## src/rtl/hash_wb_fsm.sv

```systemverilog
// Writes a captured HASH_W-bit hash to a bus master as NUM_BEATS DATA_W-bit beats, least-significant slice first.
// Optional watchdog on the master handshake: define HASH_WB_TIMEOUT_EN.
//
// state       | meaning
// IDLE        | waiting for start
// ARMED       | waiting for hash_valid to capture hash_in
// ISSUE       | load the current beat and launch one master transaction
// WAIT_ACTIVE | waiting for the master to accept the transaction
// WAIT_DONE   | waiting for the master to complete the transaction
// DONE        | all beats written; done held high
// ERROR       | watchdog expired; error held high
module hash_wb_fsm #(
    parameter int DATA_W      = 128,
    parameter int HASH_W      = 512,
    parameter int TIMEOUT_CYC = 1024
) (
    input  logic              clk,
    input  logic              reset,
    input  logic              start,
    input  logic [HASH_W-1:0] hash_in,
    input  logic              hash_valid,
    output logic [DATA_W-1:0] wr_data,
    output logic              wr_data_valid,
    output logic [31:0]       write_addr_index,
    output logic              init_master_txn,
    input  logic              write_active,
    input  logic              write_done,
    output logic              busy,
    output logic              done,
    output logic              error,
    output logic [31:0]       debug
);

    localparam int NUM_BEATS = HASH_W / DATA_W;

    if ((HASH_W % DATA_W) != 0 || NUM_BEATS > 255 || TIMEOUT_CYC < 1) begin : g_bad_param
        $error("hash_wb_fsm: HASH_W must be a multiple of DATA_W (at most 255 beats) and TIMEOUT_CYC >= 1");
    end

    typedef enum logic [2:0] {
        IDLE        = 3'd0,
        ARMED       = 3'd1,
        ISSUE       = 3'd2,
        WAIT_ACTIVE = 3'd3,
        WAIT_DONE   = 3'd4,
        DONE        = 3'd5,
        ERROR       = 3'd6
    } state_t;

    state_t            state, state_nxt;
    logic [7:0]        beat_cnt;
    logic [HASH_W-1:0] shadow;
    logic [DATA_W-1:0] cur_beat;
    logic              last_beat;
    logic              beat_done;
    logic              wd_expired;

    assign last_beat = (beat_cnt == 8'(NUM_BEATS - 1));

    // Accept-and-complete in the same WAIT_ACTIVE cycle counts as completion.
    assign beat_done = ((state == WAIT_DONE) && write_done) ||
                       ((state == WAIT_ACTIVE) && write_active && write_done);

    always_comb begin
        cur_beat = '0;
        for (int k = 0; k < NUM_BEATS; k++) begin
            if (beat_cnt == 8'(k)) cur_beat = shadow[k*DATA_W +: DATA_W];
        end
    end

`ifdef HASH_WB_TIMEOUT_EN
    logic [31:0] wd_cnt;

    // Reloaded on entry to each wait state; expiry on the TIMEOUT_CYC-th cycle spent there.
    always_ff @(posedge clk) begin
        if (reset) begin
            wd_cnt <= '0;
        end else if ((state == ISSUE) || ((state == WAIT_ACTIVE) && write_active)) begin
            wd_cnt <= 32'(TIMEOUT_CYC - 1);
        end else if (((state == WAIT_ACTIVE) || (state == WAIT_DONE)) && (wd_cnt != '0)) begin
            wd_cnt <= wd_cnt - 32'd1;
        end
    end

    assign wd_expired = ((state == WAIT_ACTIVE) || (state == WAIT_DONE)) && (wd_cnt == '0);
`else
    assign wd_expired = 1'b0;
`endif

    always_ff @(posedge clk) begin
        if (reset) state <= IDLE;
        else       state <= state_nxt;
    end

    always_comb begin
        state_nxt = state;
        case (state)
            IDLE, DONE, ERROR: if (start) state_nxt = ARMED;
            ARMED:             if (hash_valid) state_nxt = ISSUE;
            ISSUE:             state_nxt = WAIT_ACTIVE;
            WAIT_ACTIVE: begin
                if (write_active) begin
                    if (write_done) state_nxt = last_beat ? DONE : ISSUE;
                    else            state_nxt = WAIT_DONE;
                end else if (wd_expired) begin
                    state_nxt = ERROR;
                end
            end
            WAIT_DONE: begin
                if (write_done)      state_nxt = last_beat ? DONE : ISSUE;
                else if (wd_expired) state_nxt = ERROR;
            end
            default:           state_nxt = IDLE;
        endcase
    end

    always_comb begin
        busy  = (state != IDLE) && (state != DONE);
        done  = (state == DONE);
`ifdef HASH_WB_TIMEOUT_EN
        error = (state == ERROR);
`else
        error = 1'b0;
`endif
    end

    always_ff @(posedge clk) begin
        if (reset) begin
            wr_data          <= '0;
            wr_data_valid    <= 1'b0;
            write_addr_index <= '0;
            init_master_txn  <= 1'b0;
            shadow           <= '0;
            beat_cnt         <= '0;
        end else begin
            init_master_txn <= (state == ISSUE);
            case (state)
                IDLE, DONE, ERROR: begin
                    if (start) begin
                        write_addr_index <= '0;
                        beat_cnt         <= '0;
                    end
                end
                ARMED: if (hash_valid) shadow <= hash_in;
                ISSUE: begin
                    wr_data       <= cur_beat;
                    wr_data_valid <= 1'b1;
                end
                WAIT_ACTIVE, WAIT_DONE: begin
                    if (beat_done) begin
                        wr_data_valid    <= 1'b0;
                        write_addr_index <= write_addr_index + 32'd1;
                        beat_cnt         <= beat_cnt + 8'd1;
                    end else if (wd_expired) begin
                        wr_data_valid <= 1'b0;
                    end
                end
                default: ;
            endcase
        end
    end

    assign debug = {16'b0, beat_cnt, 1'b0, state, write_active, write_done,
                    init_master_txn, wr_data_valid};

endmodule

```

## config.mk

```make
export PLATFORM = sky130hd
export DESIGN_NAME = hash_wb_fsm
export DESIGN_NICKNAME = d
export VERILOG_FILES = /design/src/rtl/hash_wb_fsm.sv
export SDC_FILE = /design/constraint.sdc
export NUM_CORES = 1
export LEC_CHECK = 0
export BUFFER_PORTS_ARGS = -buffer_cell sky130_fd_sc_hd__buf_2
export CAP_MARGIN = 0
export CORE_AREA = 2 2 278 280
export DETAILED_ROUTE_END_ITERATION = 12
export DIE_AREA = 0 0 280 282
export HOLD_SLACK_MARGIN = 0.1
export SLEW_MARGIN = 20
export SYNTH_ARGS = -nofsm -noshare
export SYNTH_HDL_FRONTEND = slang
export SYNTH_SLANG_ARGS = --single-unit
```

## constraint.sdc

```tcl
create_clock -name clk -period 2.59 [get_ports clk]
set_clock_uncertainty 0.05 [all_clocks]
set_input_delay 0.777 -clock clk [delete_from_list [all_inputs] [get_ports clk]]
set_output_delay 0.777 -clock clk [all_outputs]
set_load 0.01 [all_outputs]
```

==> impl_metrics.env <==
export IMPL_area_growth_pct=25.21
export IMPL_fin_area_mm2=0.03509
export IMPL_wl_met2_um=45290
export IMPL_arrival_ns=1.67
export IMPL_fmax_mhz=400.5
export IMPL_min_period_ns=2.497
export IMPL_worst_slew_pin_slew_ns=0.7783
export IMPL_drt_pass1_iterations=5
export IMPL_yosysMostFrequentCell="nand2_1"
export IMPL_slew_violations=0
export IMPL_clk_latency_ns=0.61
export IMPL_finalHoldViolations=0
export IMPL_wl_met1_um=43730
export IMPL_highest_layer="met5"
export IMPL_rows=101
export IMPL_core_area_mm2=0.07570
export IMPL_cp_slowest_cell="dfxtp_4"
export IMPL_fin_tns_setup_ns=0
export IMPL_grt_total_usage_pct=23.95
export IMPL_netlist_top_cells_count="1294 x nand2_1, 791 x a21oi_1, 685 x dfxtp_1, 180 x clkbuf_1, 144 x o21ai_0"
export IMPL_fin_util_pct=46.36
export IMPL_synth_area_leaders="dfxtp_1 49%, nand2_1 17%, a21oi_1 14%"
export IMPL_hold_depth=3
export IMPL_outcome="finished, final reports clean"
export IMPL_ir_drop_mv=0.4393
export IMPL_synth_seq_area_share_pct=48.93
export IMPL_dp_slack_ns=0.1063
export IMPL_root_buffer="clkbuf_16"
export IMPL_drtIter0Drc=2047
export IMPL_port_buffers=696
export IMPL_cts_made_buffers=77
export IMPL_dp_hpwl_um=69300
export IMPL_path_clk_slew_ns=0.06
export IMPL_final_setup_worst_slack_ns=0.09316
export IMPL_setup_viol=0
export IMPL_wl_met3_um=6648
export IMPL_io_pins=715
export IMPL_reg2reg_to="wr_data[102]"
export IMPL_cts_tree="yes"
export IMPL_grt_overflow=0
export IMPL_hp_start="hash_in[428]"
export IMPL_wl_per_cell_um=18.83
export IMPL_period_share_pct=96.40
export IMPL_grt_pass1_wl_um=147600
export IMPL_cp_start_kind="flip-flop"
export IMPL_cp_max_fo=16
export IMPL_cap_violations=0
export IMPL_grt_max_degree=152
export IMPL_wirelength_um=99440
export IMPL_dpl_cell_count=5125
export IMPL_grt_pass1_vias=25090
export IMPL_powerDensity_mw_per_mm2=727.4
export IMPL_n_fill_cell=7669
export IMPL_chipHeight_um=282
export IMPL_yosys_warnings=0
export IMPL_place_gp_congestion=0.8714
export IMPL_dieArea_mm2=0.07896
export IMPL_syn_inst=3678
export IMPL_die_width_um=280
export IMPL_relSlewSlack_pct=48.11
export IMPL_r2r_start="beat_cnt[0]"
export IMPL_cp_end_kind="output port"
export IMPL_cts_max_path_buffers=3
export IMPL_cp_cell_sequence="nor2b_1 -> or3_4 -> buf_6"
export IMPL_vias=27050
export IMPL_power_leakage_nw=13.45
export IMPL_rsz0062_at_grt="false"
export IMPL_async_flop_share_pct=0
export IMPL_place_area_mm2=0.03248
export IMPL_total_power_mw=25.52
export IMPL_via_per_inst=5.121
export IMPL_worstPathRequired_ns=1.76
export IMPL_dominantRegCellSynth="dfxtp_1"
export IMPL_synth_edf_count=0
export IMPL_avgSynthCellArea_um2=7.620
export IMPL_stdcell_count=5282
export IMPL_drc_errors=0
export IMPL_fin_nets=4750
export IMPL_worstHoldPathType="in2reg"
export IMPL_cts_sinks=685
export IMPL_synth_area_leader_cell="dfxtp_1"
export IMPL_netlist_area_mm2=0.02803
export IMPL_initial_utilization_pct=37.02
export IMPL_worstSetupPathType="reg2out"
export IMPL_rrSetupSlack_ns=0.36
export IMPL_slowest_delay_ns=0.40
export IMPL_synthDistinctLibCells=48
export IMPL_ys_seq_elements=685
export IMPL_hold_ws_ns=0.3446
export IMPL_antenna_left=0
export IMPL_cts_htree_levels=3
export IMPL_worst_r2r_cell_count=8
export IMPL_final_layout_size_suffix_gt1_share_pct=21.41
export IMPL_hold_path_endpoint="shadow[428]"
export IMPL_antenna_found_initial=23
export IMPL_synth_top_area_share_pct=48.93
## worst max-delay path by stage
| stage | start | slack, ns | to |
|---|---|---|---|
| final | state[0] | 0.09 | busy |
| after global routing | state[1] | 0.02 | done |
| after CTS | state[0] | 0.04 | busy |
| after detailed placement | start | 0.11 | write_addr_index[22] |
| after global placement | start | 0.15 | write_addr_index[28] |
| after floorplan | write_active | 0.54 | write_addr_index[11] |
## kinds of logic (layout without fill, tap and decap cells)
group | Yosys count | after routing | synth area share [%]
XOR/XNOR | 20 | 20 | 0.6250
AO/OA/AOI/OAI | 1077 | 1077 | 21.08
flip-flops | 685 | 685 | 48.93
AND/OR/NAND/NOR | 1543 | 1543 | 23.34
multiplexers | 5 | 5 | 0.1830
adder cells (fa/ha/maj) | 5 | 5 | 0.2232
other | 1 | 38 | 0.01338
buffers and inverters | 342 | 931 | 5.612
## cell usage in the layout (no fill, tap or decap), types with 37 or more instances in the layout
cell       netlist  routed
nand2_1       1294    1294
a21oi_1        791     791
buf_2           98     694
dfxtp_1        685     682
o21ai_0        144     144
nand3b_1       130     130
a22o_1         128     128
clkbuf_16        0      79
buf_4           44      55
buf_12           0      37
## registers in the layout, indices dropped and copies added (netlist names)
| name | cells |
|---|---|
| beat_cnt | 8 |
| wr_data | 128 |
| wr_data_valid | 1 |
| init_master_txn | 1 |
| state | 3 |
| shadow | 512 |
| write_addr_index | 32 |
## layer usage
layer,global-route usage [%],vias up
met5,0,-
met4,10.02,16
met3,4.483,191
met2,37.31,869
met1,32.52,12570
li1,-,13400
## timing repair
item / 4_1_cts / 5_1_grt
buffers inserted: 2 / 0
gates resized for setup: 7 / 0
hold buffers: 0 / 0
setup endpoints to repair: 2 / 0
## power breakdown
part / switching [mW] / internal (mW)
Clock: 4.49 / 6.57
Combinational: 1.90 / 1.13
Sequential: 0.317 / 11.1
Total: 6.71 / 18.8
## layout make-up
type / count / area [um2] / area share, %
multi-input combinational: 2668 / 12880 / 36.71
sequential: 685 / 13720 / 39.10
clock buffer: 118 / 2283 / 6.507
clock inverter: 18 / 251.5 / 0.7167
tap: 978 / 1224 / 3.487
inverter: 7 / 26.28 / 0.07488
timing repair buffer: 788 / 4653 / 13.26
antenna: 20 / 50.05 / 0.1426
## critical path, delay by kind of cell (launching register included)
kind,cells,cell delay (ns)
and+or+nand+nor,2,0.54
DFF,1,0.40
buffers and inverters,1,0.13
Note: power is estimated with default switching activity, not from simulation.
